File: config.mk
export PLATFORM = sky130hd
export DESIGN_NAME = sram_arbiter_flat
export DESIGN_NICKNAME = d
export VERILOG_FILES = /design/src/rtl/sram_arbiter_if.sv /design/src/rtl/sram_arbiter.sv /design/src/flat_wrapper.sv
export SDC_FILE = /design/constraint.sdc
export NUM_CORES = 1
export LEC_CHECK = 0
export ABC_AREA = 1
export CORE_ASPECT_RATIO = 0.6
export CORE_UTILIZATION = 34
export CTS_CLUSTER_DIAMETER = 100
export DETAILED_ROUTE_END_ITERATION = 8
export HOLD_SLACK_MARGIN = 0.05
export PLACE_DENSITY = 0.9
export SLEW_MARGIN = 20
export SYNTH_ARGS = -nofsm -noshare
export SYNTH_HDL_FRONTEND = slang
export SYNTH_SLANG_ARGS = --single-unit
File: constraint.sdc
create_clock -name clk -period 7.26 [get_ports clk]
set_clock_uncertainty 0.2 [all_clocks]
set_input_delay 2.178 -clock clk [delete_from_list [all_inputs] [get_ports clk]]
set_output_delay 2.178 -clock clk [all_outputs]
set_load 0.03 [all_outputs]
File: src/rtl/sram_arbiter_if.sv
// sram_arbiter_if
//   Bus bundle between the SRAM arbiter, its four read clients, the write
//   client and the shared single-port SRAM.
//   slave  : arbiter side (takes requests and SRAM read data, drives grants and the SRAM port)
//   master : environment side (clients + SRAM)
//   Read side : i_rd_req[3:0], i_rd_addr[4*AW-1:0] -> o_rd_grant, o_rd_valid, o_rd_tag, o_rd_data
//   Write side: i_wr_req, i_wr_addr, i_wr_data     -> o_wr_ack
//   SRAM port : o_mem_addr, o_mem_write, o_mem_data, i_mem_data (registered read, 1-cycle latency)
interface sram_arbiter_if #(
  parameter int ADDR_WIDTH = 8,
  parameter int DATA_WIDTH = 8
);
  logic [3:0]              i_rd_req;
  logic [4*ADDR_WIDTH-1:0] i_rd_addr;
  logic [3:0]              o_rd_grant;
  logic                    o_rd_valid;
  logic [1:0]              o_rd_tag;
  logic [DATA_WIDTH-1:0]   o_rd_data;
  logic                    i_wr_req;
  logic [ADDR_WIDTH-1:0]   i_wr_addr;
  logic [DATA_WIDTH-1:0]   i_wr_data;
  logic                    o_wr_ack;
  logic [ADDR_WIDTH-1:0]   o_mem_addr;
  logic                    o_mem_write;
  logic [DATA_WIDTH-1:0]   o_mem_data;
  logic [DATA_WIDTH-1:0]   i_mem_data;

  modport slave (
    input  i_rd_req, i_rd_addr, i_wr_req, i_wr_addr, i_wr_data, i_mem_data,
    output o_rd_grant, o_rd_valid, o_rd_tag, o_rd_data, o_wr_ack,
           o_mem_addr, o_mem_write, o_mem_data
  );

  modport master (
    output i_rd_req, i_rd_addr, i_wr_req, i_wr_addr, i_wr_data, i_mem_data,
    input  o_rd_grant, o_rd_valid, o_rd_tag, o_rd_data, o_wr_ack,
           o_mem_addr, o_mem_write, o_mem_data
  );
endinterface

File: src/rtl/sram_arbiter.sv
// sram_arbiter
//   Shares one single-port SRAM between four round-robin read clients and one
//   write client. At most one access (read, write or nothing) per cycle.
//   Reads: combinational one-hot grant in the issue cycle; data returns one
//   cycle later with o_rd_valid and the granted client index on o_rd_tag.
//   Writes: taken when no read is requested, or forced through once the write
//   client has been denied STARVE_LIMIT consecutive cycles.
//   Ports: clk, rst_n (async, active low), bus (sram_arbiter_if.slave).
//   Build option: define SRAM_ARB_WRITE_EN to enable the write client; without
//   it the write inputs are ignored and o_wr_ack/o_mem_write stay 0.
module sram_arbiter #(
  parameter int ADDR_WIDTH   = 8,
  parameter int DATA_WIDTH   = 8,
  parameter int STARVE_LIMIT = 8
) (
  input  logic          clk,
  input  logic          rst_n,
  sram_arbiter_if.slave bus
);
  localparam int NUM_CLIENTS = 4;

  logic [1:0]            r_rr_ptr;
  logic                  r_rd_valid;
  logic [1:0]            r_rd_tag;
  logic                  w_rd_any;
  logic                  w_rd_issue;
  logic                  w_wr_issue;
  logic [1:0]            w_rd_idx;
  logic [ADDR_WIDTH-1:0] w_rd_addr;

  // Scan from the farthest offset back to rr_ptr so the nearest requester wins.
  always_comb begin
    w_rd_any = |bus.i_rd_req;
    w_rd_idx = r_rr_ptr;
    for (int j = NUM_CLIENTS-1; j >= 0; j--) begin
      if (bus.i_rd_req[r_rr_ptr + 2'(j)]) w_rd_idx = r_rr_ptr + 2'(j);
    end
  end

  assign w_rd_addr = bus.i_rd_addr[w_rd_idx*ADDR_WIDTH +: ADDR_WIDTH];

`ifdef SRAM_ARB_WRITE_EN
  localparam int SW = (STARVE_LIMIT < 1) ? 1 : $clog2(STARVE_LIMIT + 1);
  logic [SW-1:0] r_starve_cnt;

  // Starve count at the limit is the forced-write state: the write pre-empts reads.
  assign w_wr_issue = rst_n & bus.i_wr_req &
                      (~w_rd_any | (r_starve_cnt == SW'(STARVE_LIMIT)));

  always_ff @(posedge clk or negedge rst_n) begin
    if (!rst_n)                             r_starve_cnt <= '0;
    else if (!bus.i_wr_req || w_wr_issue)   r_starve_cnt <= '0;
    else if (r_starve_cnt != SW'(STARVE_LIMIT)) r_starve_cnt <= r_starve_cnt + 1'b1;
  end
`else
  logic w_unused_wr;
  assign w_unused_wr = bus.i_wr_req;
  assign w_wr_issue  = 1'b0;
`endif

  // Reset gates every combinational output, not just the registers.
  assign w_rd_issue     = rst_n & w_rd_any & ~w_wr_issue;
  assign bus.o_rd_grant = w_rd_issue ? (4'd1 << w_rd_idx) : 4'd0;

  always_comb begin
    bus.o_mem_addr  = '0;
    bus.o_mem_write = 1'b0;
    bus.o_mem_data  = '0;
    bus.o_wr_ack    = 1'b0;
    if (w_wr_issue) begin
      bus.o_mem_addr  = bus.i_wr_addr;
      bus.o_mem_data  = bus.i_wr_data;
      bus.o_mem_write = 1'b1;
      bus.o_wr_ack    = 1'b1;
    end else if (w_rd_issue) begin
      bus.o_mem_addr  = w_rd_addr;
    end
  end

  always_ff @(posedge clk or negedge rst_n) begin
    if (!rst_n) begin
      r_rr_ptr   <= 2'd0;
      r_rd_valid <= 1'b0;
      r_rd_tag   <= 2'd0;
    end else begin
      r_rd_valid <= w_rd_issue;
      if (w_rd_issue) begin
        r_rd_tag <= w_rd_idx;
        r_rr_ptr <= w_rd_idx + 2'd1;
      end
    end
  end

  // SRAM output is already registered; it lines up with r_rd_valid.
  assign bus.o_rd_valid = r_rd_valid;
  assign bus.o_rd_tag   = r_rd_tag;
  assign bus.o_rd_data  = bus.i_mem_data;
endmodule

File: src/flat_wrapper.sv
// flat-port wrapper written by rule: the top's interface ports become plain ports
module sram_arbiter_flat 
#(
  parameter int ADDR_WIDTH   = 8,
  parameter int DATA_WIDTH   = 8,
  parameter int STARVE_LIMIT = 8
)
  (clk, rst_n, bus_i_rd_req, bus_i_rd_addr, bus_i_wr_req, bus_i_wr_addr, bus_i_wr_data, bus_i_mem_data, bus_o_rd_grant, bus_o_rd_valid, bus_o_rd_tag, bus_o_rd_data, bus_o_wr_ack, bus_o_mem_addr, bus_o_mem_write, bus_o_mem_data);
  sram_arbiter_if #(.ADDR_WIDTH(ADDR_WIDTH), .DATA_WIDTH(DATA_WIDTH)) bus_i ();
  input  logic clk;
  input  logic rst_n;
  input wire logic [$bits(bus_i.i_rd_req)-1:0] bus_i_rd_req;
  input wire logic [$bits(bus_i.i_rd_addr)-1:0] bus_i_rd_addr;
  input wire logic [$bits(bus_i.i_wr_req)-1:0] bus_i_wr_req;
  input wire logic [$bits(bus_i.i_wr_addr)-1:0] bus_i_wr_addr;
  input wire logic [$bits(bus_i.i_wr_data)-1:0] bus_i_wr_data;
  input wire logic [$bits(bus_i.i_mem_data)-1:0] bus_i_mem_data;
  output wire logic [$bits(bus_i.o_rd_grant)-1:0] bus_o_rd_grant;
  output wire logic [$bits(bus_i.o_rd_valid)-1:0] bus_o_rd_valid;
  output wire logic [$bits(bus_i.o_rd_tag)-1:0] bus_o_rd_tag;
  output wire logic [$bits(bus_i.o_rd_data)-1:0] bus_o_rd_data;
  output wire logic [$bits(bus_i.o_wr_ack)-1:0] bus_o_wr_ack;
  output wire logic [$bits(bus_i.o_mem_addr)-1:0] bus_o_mem_addr;
  output wire logic [$bits(bus_i.o_mem_write)-1:0] bus_o_mem_write;
  output wire logic [$bits(bus_i.o_mem_data)-1:0] bus_o_mem_data;
  assign bus_i.i_rd_req = bus_i_rd_req;
  assign bus_i.i_rd_addr = bus_i_rd_addr;
  assign bus_i.i_wr_req = bus_i_wr_req;
  assign bus_i.i_wr_addr = bus_i_wr_addr;
  assign bus_i.i_wr_data = bus_i_wr_data;
  assign bus_i.i_mem_data = bus_i_mem_data;
  assign bus_o_rd_grant = bus_i.o_rd_grant;
  assign bus_o_rd_valid = bus_i.o_rd_valid;
  assign bus_o_rd_tag = bus_i.o_rd_tag;
  assign bus_o_rd_data = bus_i.o_rd_data;
  assign bus_o_wr_ack = bus_i.o_wr_ack;
  assign bus_o_mem_addr = bus_i.o_mem_addr;
  assign bus_o_mem_write = bus_i.o_mem_write;
  assign bus_o_mem_data = bus_i.o_mem_data;
  sram_arbiter #(.ADDR_WIDTH(ADDR_WIDTH), .DATA_WIDTH(DATA_WIDTH), .STARVE_LIMIT(STARVE_LIMIT)) u_core (.clk(clk), .rst_n(rst_n), .bus(bus_i));
endmodule
==> results of run 1 <==
==> worst reg2reg max path, stage by stage, from the launching register on <==
cell     delay (ns)
dfrtp_1        0.61
inv_6          0.09
nand2_1        0.10
nand2_2        0.07
nand2_1        0.09
nand2_1        0.08
inv_2          0.08
nand2_1        0.05
nand2_1        0.06
nand2_1        0.06
nand2_2        0.29
inv_1          0.12
ha_1           0.28
nand2_1        0.07
o21ai_1        0.07
==> what timing repair did <==
action,CTS,global route
endpoints found under the setup margin,0,2
resized for setup,0,2
buffers inserted,0,0
==> how the worst min path moves through the flow <==
stage / start / to / slack, ns
floorplan: u_core.r_rr_ptr[0]$_DFFE_PN0P_ / u_core.r_rr_ptr[0]$_DFFE_PN0P_ / 0.42
global placement: u_core.bus.o_rd_tag[0]$_DFFE_PN0P_ / u_core.bus.o_rd_tag[0]$_DFFE_PN0P_ / 0.27
detailed placement: u_core.bus.o_rd_tag[0]$_DFFE_PN0P_ / u_core.bus.o_rd_tag[0]$_DFFE_PN0P_ / 0.27
CTS: u_core.bus.o_rd_tag[0]$_DFFE_PN0P_ / u_core.bus.o_rd_tag[0]$_DFFE_PN0P_ / 0.28
global route: u_core.bus.o_rd_tag[0]$_DFFE_PN0P_ / u_core.bus.o_rd_tag[0]$_DFFE_PN0P_ / 0.32
finish: u_core.bus.o_rd_tag[0]$_DFFE_PN0P_ / u_core.bus.o_rd_tag[0]$_DFFE_PN0P_ / 0.27
==> state kept, by name, summed over array words and instances, names as in the netlist <==
register               flops
u_core.bus.o_rd_valid      1
u_core.r_rr_ptr            2
u_core.bus.o_rd_tag        2
==> power by group through the flow <==
| stage | logic (W) | clock network, W | registers (W) |
|---|---|---|---|
| 3_3_place_gp | 0.000680 | 0 | 0.0000589 |
| 3_5_place_dp | 0.000693 | 0 | 0.0000586 |
| 4_1_cts | 0.000695 | 0.0000538 | 0.0000583 |
| 5_1_grt | 0.000764 | 0.0000568 | 0.0000616 |
| 6_report | 0.000687 | 0.0000515 | 0.0000588 |
| 2_1_floorplan | 0.000557 | 0 | 0.0000599 |
==> metal layers <==
metal / vias to the layer above / wire length (um) / global-route usage [%]
li1: 604 / - / -
met1: 489 / 1139 / 21.03
met2: 54 / 1214 / 26.49
met3: 7 / 250 / 6.858
met4: 0 / 44 / 6.792
met5: - / 0 / 0
==> cell families after synthesis <==
group                    count (synthesis)  share of synthesized area [%]
other                                    1                         0.3473
AND/OR/NAND/NOR                        118                          53.30
flip-flops                               5                          11.59
buffers and inverters                   40                          24.57
adder cells (fa/ha/maj)                  4                          4.635
AO/OA/AOI/OAI                            7                          5.562
==> cell usage after synthesis (2+ instances only) <==
| master | n | area, um^2 |
|---|---|---|
| buf_4 | 21 | 157.7 |
| buf_6 | 2 | 22.52 |
| dfrtp_1 | 5 | 125.1 |
| ha_1 | 4 | 50.05 |
| inv_1 | 11 | 41.29 |
| inv_2 | 4 | 15.01 |
| nand2_1 | 54 | 202.7 |
| nand2_2 | 12 | 75.07 |
| nand2_4 | 2 | 22.52 |
| nand3_1 | 27 | 135.1 |
| nor2_1 | 13 | 48.80 |
| nor2_2 | 7 | 43.79 |
| o21ai_0 | 2 | 10.01 |
| o21ai_1 | 2 | 10.01 |
==> stage by stage <==
| step | total power (W) | cells | utilization, % |
|---|---|---|---|
| 2_1_floorplan | 0.0006168 | 184 | - |
| 4_1_cts | 0.0008072 | 261 | 52.74 |
| 3_3_place_gp | 0.0007391 | 257 | 51.21 |
| 6_report | 0.0007969 | 261 | 52.91 |
| 3_5_place_dp | 0.0007517 | 257 | 51.21 |
| 5_1_grt | 0.0008820 | 261 | 52.91 |
==> cell type report <==
type,instances,area (um^2)
Multi-Input combinational cell,139,723.2
Timing Repair Buffer,55,548.0
Clock buffer,4,45.04
Sequential cell,5,125.1
Tap cell,42,52.55
Inverter,16,65.06
Fill cell,301,1388
==> metrics.md, run 1 <==
| Metric | Value |
|---|---|
| Initial Utilization | about 37% |
| First-pass GRT wire length | about 4300 um |
| Routability Congestion | 0.7831 |
| Setup ws final | roughly 0.22 ns |
| DP Area | between 0.0015 and 0.002 mm^2 |
| Ratio of final minimum period to clock period | 96.91% |
| Maximum vdd ir drop | ~0.00024 V |
| Routed WL | 2649 um |
| Iter 0 DRT Violations | 36 |
| Reg clk slew, reported paths | around 0.030 ns |
| Pint | ~0.00033 W |
| Setup-failing EPs final | 0 |
| Crit path buf inv count | 5 |
| Crit-path max cell delay | 0.68 ns |
| # IOs | 96 |
| Logic pwr share | ~86% |
| Core ar. | approximately 0.003 mm^2 |
| Commonest register cell after synthesis | dfrtp_1 |
| Hold_buf cts | 0 |
| Post-route ant nets | 0 |
| # port buffers | 52 |
| Min Clock Period, post-route | between 7 and 8 ns |
| Arrival @ worst endpoint | 4.66 ns |
| Max_cap viols | 0 |
| Net total in the final layout | 287 |
| Net Sw Frac | around three fifths |
| Vias in the first global route | 972 |
| Ant diodes | 0 |
| Layout area overhead | 44.38% |
| Most common cell after layout, fill and taps aside | nand2_1 |
| Launch point of the worst reg-to-reg path | u_core.r_rr_ptr[0]$_DFFE_PN0P_ |
| Vias after detailed routing | around 1200 |
| Worst Setup End Kind | output pin |
| Ys async rst share | 100.0% |
| Largest fanout on the critical path | 16 |
| RSZ-0062 raised after global routing | no |
| PwrDens | between 500 and 600 mW/mm^2 |
| Skew-Pair Late Insertion Delay | ~0.22 ns |
| Slowest CP cell | clkdlybuf4s50_1 |
| GR Overflow Total | 0 |
| Longest Clk Path Bufs | 2 |
| Final Hold Fails | 0 |
| Critical path startpoint | bus_i_rd_req[3] |
| Setup CP Type | input port to output pin |
| Clock root cell | clkbuf_8 |
| Die Height | roughly 46 um |
| Synth warn | 0 |
| Mean post-synth cell area | about 6.2 um^2 |
| DRC Markers | 0 |
| Cell Area, Synth | 0.001080 mm^2 |
| Achievable Freq | between 0.1 and 0.15 GHz |
| Setup TNS | 0 ns |
| CTS sink count | 5 |
| CTS tree | yes |
| Largest delay contributor family on the critical path | buffers and inverters |
| Tightest Hold Check Type | flip-flop to flip-flop |
| Hold WS | roughly 0.27 ns |
| P_sw | between 0.0004 and 0.0005 W |
| Die Span X | roughly 75 um |
| CTS Buf Count | 3 |
| Worst endpoint required time | roughly 5 ns |
| Rows | 15 |
| CP cell instances | clkdlybuf4s50_1, inv_2, o21ai_1, nand2_1, nand2_1, inv_2, nand2_4, nand2_2, nand2_4, buf_4, nand3_1, nand3_1, nand2_1, nor2_2, clkdlybuf4s50_1 |
| Most used cell, CP | nand2_1 |
| Slew Viols, Final | 0 |
| Share of cells above drive strength 1 | approximately 16% |
| Synth Instances | 175 |
| Synthesis-stage register bit count | 5 |
| Crit path depth | 15 |
| Largest net degree at the start of global routing | 21 |
| Post-synth cell types | 23 |
| HPWL after detailed placement | ~2100 um |
| Hold-critical path depth | 2 |
| H-Tree Depth | 1 |
| Status | finished, final reports clean |
| Die footprint | 0.003413 mm^2 |
| Seq/Total Area, Yosys | ~12% |
| Total track usage | 16.98% |
| EDFF count, synth | 0 |
| Capture point of the worst path | bus_o_mem_addr[2] |
| CP startpoint kind | input port |
| Initial antenna violation count | 0 |
| Worst reg2reg setup slack | 4.81 ns |
| R2r worst-path depth | 14 |
| Leakage power | 0.7938 nW |
| Sequential power share | ~7.4% |
| DR WL/cell | between 10 and 15 um |
| Pre-CTS WS | 0.2009 ns |
| R2r endpoint | u_core.r_rr_ptr[1]$_DFFE_PN0P_ |
| TritonRoute pass-1 iters | 4 |
| Final instance area | around 0.0016 mm^2 |
| Via density | 4.421 |
| Clock network power share | around 6.5% |
| Most frequent cells in the layout | nand2_1, clkdlybuf4s50_1, nand3_1 |
Power figures use the tool's default switching activity.
==> run 2, diff against run 1 <==
- TNS_END_PERCENT: not set -> 30
==> results of run 2 <==
Same layout as run 1: the final DEF is identical, and so are final timing and power.
==> run 3, diff against run 2 <==
- CORE_ASPECT_RATIO: 0.6 -> not set
- CORE_UTILIZATION: 34 -> 55
- DONT_BUFFER_PORTS: not set -> 1
- PLACE_DENSITY: 0.9 -> 0.73
==> run 3 against run 2 <==
Hold slack better by 0.22 ns; global-route usage is 3.0 points higher; wire length is 21% lower; critical endpoint is now bus_o_rd_grant[2]; largest cell class unchanged.
==> metrics.md, run 3 (synthesis gave the netlist of run 1 again) <==
| Metric | Value |
|---|---|
| P_sw | 0.0004379 W (-6.0%) |
| Pre-CTS WS | 1.085 ns (+0.8846 ns) |
| Ant diodes | 0 (unchanged) |
| Sequential power share | 11.0% (+3.6 points) |
| Initial Utilization | 60.56% (+24 points) |
| DR WL/cell | 11.12 um (+9.5%) |
| Die footprint | 0.002145 mm^2 (-37%) |
| Maximum vdd ir drop | 0.0003737 V (+54%) |
| CP startpoint kind | input port |
| GR Overflow Total | 0 (unchanged) |
| Initial antenna violation count | 0 (unchanged) |
| Most common cell after layout, fill and taps aside | nand2_1 |
| H-Tree Depth | 1 (unchanged) |
| Reg clk slew, reported paths | 0.04 ns (about the same) |
| Setup CP Type | input port to output pin |
| Post-route ant nets | 0 (unchanged) |
| Die Height | 46.31 um (+1.4%) |
| Worst endpoint required time | 4.88 ns (about the same) |
| Setup Fix Bufs, Post-CTS | 0 (unchanged) |
| Iter 0 DRT Violations | 15 (-58%) |
| Net Sw Frac | 67.57% (+9.1 points) |
| DRC Markers | 0 (unchanged) |
| Measured slew at the worst slew-check pin | 0.5534 ns |
| Routed WL | 2101 um (-21%) |
| R2r endpoint | u_core.r_rr_ptr[1]$_DFFE_PN0P_ |
| Max_cap viols | 0 (unchanged) |
| Layout area overhead | -10.08% |
| Core ar. | 0.001783 mm^2 (-39%) |
| Tightest Hold Check Type | flip-flop to flip-flop |
| Final instance area | 970.9 um^2 (-38%) |
| Worst reg2reg setup slack | 4.91 ns (+0.10 ns) |
| Post-CTS sizing | 0 (unchanged) |
| RSZ-0062 raised after global routing | no |
| Achievable Freq | 0.1622 GHz (+14%) |
| CTS tree | yes |
| Via density | 5.079 (+15%) |
| Largest net degree at the start of global routing | 21 (unchanged) |
| Leakage power | 0.5398 nW (-32%) |
| Final Util | 54.46% (+1.5 points) |
| Rows | 15 (unchanged) |
| Net total in the final layout | 232 (-19%) |
| Slew Viols, Final | 0 (unchanged) |
| Vias in the first global route | 694 (-29%) |
| TritonRoute pass-1 iters | 4 (unchanged) |
| Die Span X | 46.31 um (-38%) |
| Logic pwr share | 84.1% (-2.1 points) |
| Vias after detailed routing | 960 (-17%) |
| Share of cells above drive strength 1 | 20.12% (+3.7 points) |
| Relative slew margins | 62.97% |
| Setup TNS | 0 ns (unchanged) |
| First-pass GRT wire length | 3049 um (-29%) |
| R2r worst-path depth | 14 (unchanged) |
| # port buffers | 0 (-100%) |
| Capture point of the worst path | bus_o_rd_grant[2] |
| Total track usage | 19.94% (+3.0 points) |
| Launch point of the worst reg-to-reg path | u_core.r_rr_ptr[0]$_DFFE_PN0P_ |
| DP Area | 944.7 um^2 (-37%) |
| Status | finished, final reports clean |
| Pint | 0.0002101 W (-37%) |
| # IOs | 96 (unchanged) |
| Critical path startpoint | bus_i_rd_req[3] |
| Skew-Pair Late Insertion Delay | 0.24 ns (+0.02 ns) |
| Hold_buf cts | 0 (unchanged) |
| PwrDens | 667.5 mW/mm^2 (+31%) |
| Most frequent cells in the layout | nand2_1, nand3_1, nor2_1 |
| Arrival @ worst endpoint | 3.79 ns (-0.87 ns) |
| Min Clock Period, post-route | 6.164 ns (-0.8723 ns) |
| CTS sink count | 5 (unchanged) |
| Clock network power share | 4.9% (-1.6 points) |
| Largest fanout on the critical path | 20 (+4) |
| Hold WS | 0.4907 ns (+0.2199 ns) |
| Routability Congestion | 0.8476 (+8.2%) |
| Ratio of final minimum period to clock period | 84.90% (-12 points) |
| CTS Buf Count | 3 (unchanged) |
| HPWL after detailed placement | 1639 um (-21%) |
| Final Hold Fails | 0 (unchanged) |
| Setup ws final | 1.096 ns (+0.8723 ns) |
| Setup-failing EPs final | 0 (unchanged) |
| Worst Setup End Kind | output pin |
| Clock root cell | clkbuf_4 |
| Longest Clk Path Bufs | 2 (unchanged) |
-- run 3: worst min path at each step --
stage / start / to / slack, ns / cells after the start
floorplan: u_core.r_rr_ptr[0]$_DFFE_PN0P_ / u_core.r_rr_ptr[0]$_DFFE_PN0P_ / 0.42 / 2
global placement: u_core.r_rr_ptr[1]$_DFFE_PN0P_ / u_core.r_rr_ptr[1]$_DFFE_PN0P_ / 0.46 / 2
detailed placement: u_core.r_rr_ptr[1]$_DFFE_PN0P_ / u_core.r_rr_ptr[1]$_DFFE_PN0P_ / 0.48 / 2
CTS: u_core.r_rr_ptr[1]$_DFFE_PN0P_ / u_core.r_rr_ptr[1]$_DFFE_PN0P_ / 0.49 / 2
global route: u_core.bus.o_rd_tag[0]$_DFFE_PN0P_ / u_core.bus.o_rd_tag[0]$_DFFE_PN0P_ / 0.52 / 2
finish: u_core.bus.o_rd_tag[1]$_DFFE_PN0P_ / u_core.bus.o_rd_tag[1]$_DFFE_PN0P_ / 0.49 / 2
-- run 3: worst max-delay path, stage by stage --
cell	delay [ns]
inv_2	0.03
nand2_1	0.06
nand3_1	0.12
nand2_1	0.06
inv_1	0.06
nand2_2	0.06
nand2_4	0.07
nand2_2	0.06
nand2_4	0.18
nand2_8	0.16
inv_1	0.11
ha_1	0.15
inv_1	0.04
nor2_1	0.43
-- run 3: routing by layer --
layer / global-route usage, % / part of all wire (%) / up-vias
met1: 25.71 / 42 / 420
met3: 2.745 / 5.6 / 4
met4: 12.94 / 1.0 / 0
met5: 0 / 0 / -
met2: 30.56 / 52 / 40
li1: - / - / 496
-- run 3: power by group through the flow --
stage / logic [W] / clock network (W) / registers, W
CTS: 0.000551 / 0.0000318 / 0.0000716
floorplan: 0.000557 / 0 / 0.0000599
global placement: 0.000534 / 0 / 0.0000709
global route: 0.000614 / 0.0000335 / 0.0000732
detailed placement: 0.000548 / 0 / 0.0000719
finish: 0.000545 / 0.0000315 / 0.0000713
-- run 3: cell type report --
| class | instances | area [um^2] |
|---|---|---|
| clock buffer | 4 | 26.28 |
| fill | 181 | 812.0 |
| tap | 25 | 31.28 |
| multi-input combinational | 139 | 723.2 |
| sequential | 5 | 125.1 |
| inverter | 16 | 65.06 |
-- run 3: metrics by stage --
step	cells	total power (W)
global placement	185	0.0006049
finish	189	0.0006480
CTS	189	0.0006541
floorplan	184	0.0006168
global route	189	0.0007207
detailed placement	185	0.0006196
==> RTL edit: new RTL, flow settings as in run 1 <==
Build with the macro `SRAM_ARB_WRITE_EN` defined.
--- a/src/rtl/sram_arbiter.sv
+++ b/src/rtl/sram_arbiter.sv
@@ -8,6 +8,8 @@
 //   Ports: clk, rst_n (async, active low), bus (sram_arbiter_if.slave).
 //   Build option: define SRAM_ARB_WRITE_EN to enable the write client; without
 //   it the write inputs are ignored and o_wr_ack/o_mem_write stay 0.
+`define SRAM_ARB_WRITE_EN
+
 module sram_arbiter #(
   parameter int ADDR_WIDTH   = 8,
   parameter int DATA_WIDTH   = 8,
Formal check against the unedited RTL: not equivalent (a bounded check fails within 4 cycles, from zero or initial values and one cycle with rst_n low).
==> RTL edit against run 1 <==
Synthesized area up 20%; setup slack improved by 0.020 ns; total power up 6.5%; utilization rose by 7.5 points; clock power grew 14%; critical path type unchanged; first-iteration DRC count rose to 3.5 times the old value; sequential cell count up 4; wire length is 51% higher; design area up 33%; cell count rose by 25%; sequential power increased by 49%; maximum frequency up 0.29%.
==> RTL edit: results (changes against run 1) <==
status finished clean; wire length on met3 323 µm (+29%); commonest cells in the netlist nand2_1, nand3_1, inv_1; Worst path slowest cell clkdlybuf4s50_1; P_clk 0.0586 mW (+14%); Synth Instances 211 (+21%); dpl cells 323 (+26%); met3 Use GR 7.778% (+0.92 points); WL met2 1750 µm (+44%); overall routed net length 4010 µm (+51%); IR drop worst, VDD 0.1987 mV (-18%); Clock Tree Buf Depth 2 (unchanged); sequential fraction of the synthesis area 17.36% (+5.8 points); Vias/cell 4.780 (+8.1%); Arr. time, crit path 4.64 ns (-0.02 ns); M1 WL 1895 µm (+66%); vias in the first global route 1421 (+46%); Yosys warnings 0 (unchanged); pre-CTS setup slack 0.2662 ns (+0.06531 ns); critical-path maximum fanout 20 (+4); Yosys cell types 26 (+13%); first-pass GRT wire length 6410 µm (+50%); # resized after CTS 0 (unchanged); CTS clk-pin slew, worst paths 0.05 ns (+0.02 ns); internal power 0.3629 mW (+9.6%); I/O Buffers 79 (+52%); global routing usage on met1 28.80% (+7.8 points); leakage 1.014 nW (+28%); Sw Ratio 57.24% (-1.2 points); placed cell areas 2033 µm² (+35%); Iteration-0 DRC Markers 127 (+250%); max reg flops 4; Max stage delay on crit path 0.68 ns (about the same); nets@finish 352 (+23%); top cells by area, synth nand3_1, dfrtp_1, nand2_1, inv_1, buf_4; Synth Area in Adders 5.786% (+1.2 points); Routability Congestion 0.8470 (+8.2%); HPWL Detailed 3296 µm (+58%); DR vias 1563 (+35%); Rel. slew slack 65.49%; met2 usage 29.89% (+3.4 points); share of layout cells above drive strength 1 10.99% (-5.4 points); Total GRT Usage 20.49% (+3.5 points); combinational cell power 0.702 mW (+2%); post-synthesis compound-gate area fraction 2.893% (-2.7 points)
==> RTL edit: cell types whose count changed after synthesis, sizes merged, moves of 3 or more <==
cell and change:
inv +13, nand2 +6, dfrtp +4, buf -9, nor2 -3, nand3 +19
==> RTL edit: worst paths after layout <==
check,startpoint,to,slack [ns],depth (start not counted)
max,bus_i_rd_req[3],bus_o_rd_grant[0],0.24,16
min,u_core.bus.o_rd_tag[0]$_DFFE_PN0P_,u_core.bus.o_rd_tag[0]$_DFFE_PN0P_,0.31,2
max reg2reg,u_core.r_rr_ptr[0]$_DFFE_PN0P_,u_core.r_rr_ptr[1]$_DFFE_PN0P_,4.84,12
min reg2reg,u_core.bus.o_rd_tag[0]$_DFFE_PN0P_,u_core.bus.o_rd_tag[0]$_DFFE_PN0P_,0.31,2
max in group asynchronous,rst_n,u_core.r_starve_cnt[1]$_DFFE_PN0P_,4.61,2
min in group asynchronous,rst_n,u_core.r_rr_ptr[0]$_DFFE_PN0P_,2.12,2
==> RTL edit: layout make-up <==
type	count	area (µm²)
Clock buffer	3	41.29
Multi-Input combinational cell	157	818.3
Tap cell	45	56.30
Sequential cell	9	225.2
Clock inverter	1	5.005
Inverter	30	120.1
Fill cell	312	1364
Timing Repair Buffer	82	813.3
==> RTL edit: cells by family after synthesis <==
family | Yosys count
simple gates | 143
buf+inv | 45
flops | 9
xor+xnor | 1
fa+ha+maj | 6
compound gates | 7
==> RTL edit: critical path: cells and delay by family <==
family	cells	cell delay, ns
buffers and inverters	6	1.42
AND/OR/NAND/NOR	9	0.90
adder cells (fa/ha/maj)	1	0.15
